===== config.mk =====
export PLATFORM = sky130hd
export DESIGN_NAME = mux4x1_sched
export DESIGN_NICKNAME = d
export VERILOG_FILES = /design/src/rtl/mux4x1_sched.sv
export SDC_FILE = /design/constraint.sdc
export NUM_CORES = 1
export LEC_CHECK = 0
export BUFFER_PORTS_ARGS = -buffer_cell sky130_fd_sc_hd__clkbuf_2
export CORE_UTILIZATION = 43
export DETAILED_ROUTE_END_ITERATION = 8
export PLACE_DENSITY_LB_ADDON = 0.3
export SYNTH_ARGS = -nofsm -noshare
export SYNTH_HDL_FRONTEND = slang
export SYNTH_SLANG_ARGS = --single-unit

===== constraint.sdc =====
create_clock -name clk -period 2.3 [get_ports clk]
set_clock_uncertainty 0.2 [all_clocks]
set_input_delay 0.23 -clock clk [delete_from_list [all_inputs] [get_ports clk]]
set_output_delay 0.23 -clock clk [all_outputs]
set_load 0.005 [all_outputs]

===== src/rtl/mux4x1_sched.sv =====
// Round-robin, burst-limited arbiter sharing one registered 4:1 byte mux among four lanes.
// Define MUX_SCHED_STATS_EN to add the beat_cnt / switch_cnt statistics outputs.
module mux4x1_sched #(
  parameter int DATA_W    = 8,
  parameter int MAX_BURST = 4
) (
  input  logic              clk,
  input  logic              reset,
  input  logic [DATA_W-1:0] in0,
  input  logic [DATA_W-1:0] in1,
  input  logic [DATA_W-1:0] in2,
  input  logic [DATA_W-1:0] in3,
  input  logic [3:0]        valid,
  output logic [3:0]        ready,
  output logic [DATA_W-1:0] out,
  output logic              valid_out,
  input  logic              ready_out,
  output logic [1:0]        sel,
  output logic              busy
`ifdef MUX_SCHED_STATS_EN
  ,
  output logic [15:0]       beat_cnt,
  output logic [7:0]        switch_cnt
`endif
);

  typedef enum logic {IDLE, GRANT} state_t;

  localparam logic [3:0] BURST_LAST = 4'(MAX_BURST - 1);

  state_t            state;
  logic [1:0]        last_grant;
  logic [3:0]        burst_cnt;
  logic              bubble;
  logic              out_free;
  logic              xfer;
  logic              last_beat;
  logic              release_g;
  logic              any_valid;
  logic [1:0]        pick;
  logic [1:0]        idx;
  logic              found;
  logic [DATA_W-1:0] sel_data;

  assign out_free  = !valid_out || ready_out;
  assign any_valid = |valid;
  assign xfer      = valid[sel] && ready[sel];
  assign last_beat = xfer && (burst_cnt == BURST_LAST);
  assign release_g = last_beat || !valid[sel];

  // A burst-end rotation holds ready low for one cycle so the switch costs one bubble.
  always_comb begin
    ready = 4'b0000;
    if (busy && !bubble && out_free)
      ready[sel] = 1'b1;
  end

  always_comb begin
    case (sel)
      2'd0:    sel_data = in0;
      2'd1:    sel_data = in1;
      2'd2:    sel_data = in2;
      default: sel_data = in3;
    endcase
  end

  // Scan from last_grant+1 so the previous owner is checked last.
  always_comb begin
    pick  = last_grant;
    found = 1'b0;
    idx   = 2'd0;
    for (int k = 1; k <= 4; k++) begin
      idx = last_grant + 2'(k);
      if (!found && valid[idx]) begin
        pick  = idx;
        found = 1'b1;
      end
    end
  end

  always_ff @(posedge clk or posedge reset) begin
    if (reset) begin
      state      <= IDLE;
      sel        <= 2'd0;
      last_grant <= 2'd3;
      burst_cnt  <= 4'd0;
      bubble     <= 1'b0;
      busy       <= 1'b0;
      out        <= '0;
      valid_out  <= 1'b0;
    end else begin
      if (xfer) begin
        out       <= sel_data;
        valid_out <= 1'b1;
      end else if (ready_out) begin
        valid_out <= 1'b0;
      end

      bubble <= 1'b0;
      case (state)
        IDLE: begin
          if (any_valid) begin
            sel        <= pick;
            last_grant <= pick;
            burst_cnt  <= 4'd0;
            state      <= GRANT;
            busy       <= 1'b1;
          end
        end
        GRANT: begin
          if (release_g) begin
            burst_cnt <= 4'd0;
            if (any_valid) begin
              sel        <= pick;
              last_grant <= pick;
              bubble     <= last_beat;
            end else begin
              state <= IDLE;
              busy  <= 1'b0;
            end
          end else if (xfer) begin
            burst_cnt <= burst_cnt + 4'd1;
          end
        end
        default: state <= IDLE;
      endcase
    end
  end

`ifdef MUX_SCHED_STATS_EN
  always_ff @(posedge clk or posedge reset) begin
    if (reset) begin
      beat_cnt   <= 16'd0;
      switch_cnt <= 8'd0;
    end else begin
      if (xfer && beat_cnt != 16'hFFFF)
        beat_cnt <= beat_cnt + 16'd1;
      if (state == GRANT && release_g && any_valid && pick != sel && switch_cnt != 8'hFF)
        switch_cnt <= switch_cnt + 8'd1;
    end
  end
`endif

endmodule

# Word level (Yosys, flattened, before mapping)
# Index checks and enable logic that the tools add are counted.
# totals
register_bits	20
in_bits	39
output_inout_bits	16
# op_classes
addsub	4
order_cmp	6
eq_ne	7
muxes	45
n_bitwise	1
n_reduce_logical	21
# ops
op	count
8-bit case mux with 3 select lines	1
1-bit two-way mux	20
2-bit two-way mux	8
4-bit two-way mux	4
2-bit by 3-bit less-than comparator with 1-bit output (second input constant)	5
1-bit binary-select mux with 2-bit select	6
1-bit logical AND	8
2-bit case mux with 2 select lines	2
4-bit case mux with 2 select lines	1
1-bit logical NOT	6
2-bit adder (second input constant)	2
4-bit by 1-bit adder with 4-bit output (second input constant)	1
4-bit by 2-bit equality test with 1-bit output (second input constant)	1
2-bit != test (second input constant)	2
1-bit case mux with 2 select lines	2
4-bit OR reduction	1
3-bit by 1-bit != test with 1-bit output (second input constant)	1
3-bit AND reduction	1
2-bit by 1-bit adder with 2-bit output (second input constant)	1
1-bit demux with 2-bit select	1
2-bit by 1-bit equality test with 1-bit output (second input constant)	1
2-bit equality test (second input constant)	1
2-bit by 1-bit >= comparator with 1-bit output (second input constant)	1
2-bit logical NOT	1
other kinds (5)	6

# Logic depth before layout (Yosys ltp)
# logic_depth
ltp_word	16
ltp_mapped	7
ltp_nobuf	6

# Least setup slack after synthesis
# Ideal clock, no wire load.
# synth_path
kind	flip-flop to flip-flop
from	register burst_cnt[0]
to	register sel[0]
setup_time_ns	0.119
t_arrival_ns	1.980
setup_slack_ns	0.001
path_stages_with_launch	7
path_buffers	0
cell_sequence	dfrtp_1 > ha_1 > or3b_1 > nor4b_4 > o21ai_2 > or4_1 > o21a_1
# synth_via
elab_chain_cells	4
# synth_rtl
item	line	text
start: declaration	33	logic [3:0] burst_cnt;
start signal: assignment	122	burst_cnt <= burst_cnt + 4'd1;
4-bit by 2-bit equality test with 1-bit output	48	assign last_beat = xfer && (burst_cnt == BURST_LAST);
1-bit logical AND	48	
1-bit logical OR	49	assign release_g = last_beat || !valid[sel];
2-bit by 1-bit != test with 1-bit output (no source line)	n/a	
end signal: assignment	103	sel <= pick;
end signal: assignment	114	sel <= pick;
end: declaration	18	output logic [1:0] sel,
# No other way between the ends.
# A chain may end at the register's enable or synchronous reset.

# Final worst setup path
# layout_path
from	register burst_cnt[1]
to	register sel[0]
# Same word-level chain as after synthesis.

==> flow_summary.toml <==
[status]
status = "finished, violations left"
violations = "design-rule violations"

[hold_path]
hold_path.class = "in2reg"

[critical_path]
required_ns = 2.29
end_kind = "register"
start_kind = "register"
cp_cell_sequence = "ha_4 > or3b_4 > nor4b_4 > o21ai_2 > or4_4 > o21a_1"
critPathSlowestCell = "or4_4"
critPathMaxStageDelay_ns = 0.42
crit_type = "reg2reg"
path_max_fanout = 3
cp_data_arrival_time_ns = 2.21

[sta]
fin_crit_sh_pct = 96.55
tns_ns = 0
report.final.slew_viol_count = 0
slew_headroom_pct = 49.09
layout_min_cycle_time_ns = 2.221
max_freq_ghz = 0.4503
finalSetupViolations = 0
rsz0062_at_grt = "no"
worst_pin_slew_ns = 0.7628
hold_viol_final = 0
holdWs_ns = 0.02892

[floorplan]
fp.dieW_um = 56.80
die_h_um = 56.80
start_util_pct = 46.03
die-area_um2 = 3226
ios = 55
core_um2 = 2805
rows = 19

[drt]
first_iter_violations = 58
firstDrtPassIters = 6
vias = 1189
ant_nets = 0
drc = 15
drt_wl_total_um = 3323
wl_per_cell_um = 15.82
viasPerCell = 5.662

[global_routing]
grt_start_max_net_pins = 21
antenna_found_initial = 0
gr-usage-all-layers_pct = 22.01
grt_pass1_wl_um = 5478
grt_pass1_vias = 1238
overflow = 0

[clocking]
clockBufferDepth = 2
clock_latency_ns = 0.30
cts.sinks = 20
cts_max_level = 1
root_buffer = "clkbuf_4"
cts_buffers = 3
cts_tree = "yes"
cts.clk_slew.worst_paths_ns = 0.11

[cells_and_area]
multiInputGateArea_um2 = 760.7
drive_above_1_share_pct = 53.63
final_cell_area_um2 = 1713
final.fill_count = 239
nNetsFinal = 221
antenna_cells = 0
area_growth_syn_to_layout_pct = 32.65
regArea_um2 = 503.0

[synth]
synth_nets = 156
synth_commonest_cells = "dfrtp_1, nand2_1, mux4_2"
synth_edf_count = 0
synth.area.top_cells = "dfrtp_1, mux4_2, mux2_2, dfstp_2, nand2_1"
synth_cells = 115
synth_area_um2 = 1291
avgSynthCellArea_um2 = 11.23
synth-seq-cells = 20
synth_top_flop_cell = "dfrtp_1"
yosys.area.top_type = "dfrtp_1"
synth_most_common_cell = "dfrtp_1"
yosysSeqAreaShare_pct = 38.95
async_flop_share_pct = 100.0
synth_top_area_share_pct = 34.88
yosys_warnings = 0
ys_types = 39

[pwr]
power.density_nw_per_um2 = 975.3
p_leak_nw = 0.8358
ir_drop_uv = 492.7
totalPowerFinal_mw = 1.671

[place]
portBuffers = 54
detailed_place.area_um2 = 1633
hpwl_um = 2512
gp_congestion = 0.7988

[job]
cap_violations = 0
-- through the flow --
step / cells / utilization (%) / worst slack [ns]
after CTS: 208 / 59.95 / 0.005999
after global placement: 203 / 58.21 / 0.08201
final: 210 / 61.06 / 0.07944
after floorplan: 115 / - / 0.0005826
after detailed placement: 203 / 58.21 / 0.01421
after global routing: 210 / 61.06 / 0.01408
-- layout by cell type, fill, tap and decap left out, types with 2 or more instances in the layout --
cell type  Yosys  final
o21ai_0        6      6
inv_1          5      5
dfstp_2        2      2
nand3b_1       2      2
o21a_1         3      3
mux2_2         8      8
or4_1          3      2
nor2_1         4      4
buf_4          0     10
a21oi_1        8      8
clkbuf_2       0     54
nor3b_1        2      2
nor2b_1        2      2
or3b_2         2      2
clkbuf_4       0      3
nor3_1         2      2
nand2b_1       3      3
dfrtp_1       18     18
nand2_1       11     11
mux4_2         9      9
-- final cells by class --
cell class,count,area share (%)
Sequential cell,20,29.36
Multi-Input combinational cell,85,44.41
Inverter,5,1.096
Timing Repair Buffer,65,20.75
Tap cell,31,2.264
Clock buffer,4,2.118
-- worst max-delay path, delay by kind of cell, from the launching register on --
kind / cells / cell delay (ns)
AND/OR/NAND/NOR: 3 / 1.13
flip-flops: 1 / 0.41
AO/OA/AOI/OAI: 2 / 0.24
adder cells (fa/ha/maj): 1 / 0.16
-- per-layer routing --
metal / part of all wire, % / vias up / routed length [µm] / track usage (%)
met5: 0 / - / 0 / 0
met4: 0.84 / 0 / 28 / 4.878
met3: 5.1 / 4 / 170 / 2.765
met2: 55 / 45 / 1821 / 43.20
met1: 39 / 575 / 1302 / 25.11
li1: - / 565 / - / -
-- report_power, final --
part	internal, mW	leakage, nW	total, mW	switching, mW
combinational	0.481	0.568	0.877	0.395
clock	0.0963	0.0210	0.204	0.108
sequential	0.489	0.247	0.590	0.100
-- what timing repair did --
action,in CTS,in global routing
resized for setup,1,3
endpoints found under the hold margin,18,0
setup buffers,0,2
endpoints found under the setup margin,1,2
pin swaps,0,4
hold buffers,1,0
-- path summary, 6_finish.rpt --
check                             start   endpoint  slack, ns  cells after the start
min in group asynchronous         reset     out[2]       0.38                      3
min reg2reg                      out[1]     out[1]       0.32                      1
max reg2reg                burst_cnt[1]     sel[0]       0.08                      6
max                        burst_cnt[1]     sel[0]       0.08                      6
min                           ready_out  valid_out       0.03                      3
max in group asynchronous         reset     sel[0]       1.04                      3
-- cell families after synthesis --
kind of cell	count (synthesis)	synth area share, %
flip-flops	20	38.95
adder cells (fa/ha/maj)	2	1.938
AO/OA/AOI/OAI	26	12.89
buffers and inverters	10	3.585
AND/OR/NAND/NOR	40	19.96
multiplexers	17	22.67
-- state kept, by name, summed over array words and instances (netlist names) --
name / count
busy: 1
last_grant: 2
sel: 2
burst_cnt: 4
out: 8
bubble: 1
valid_out: 1
state: 1
Note: power is estimated with default switching activity, not from simulation.
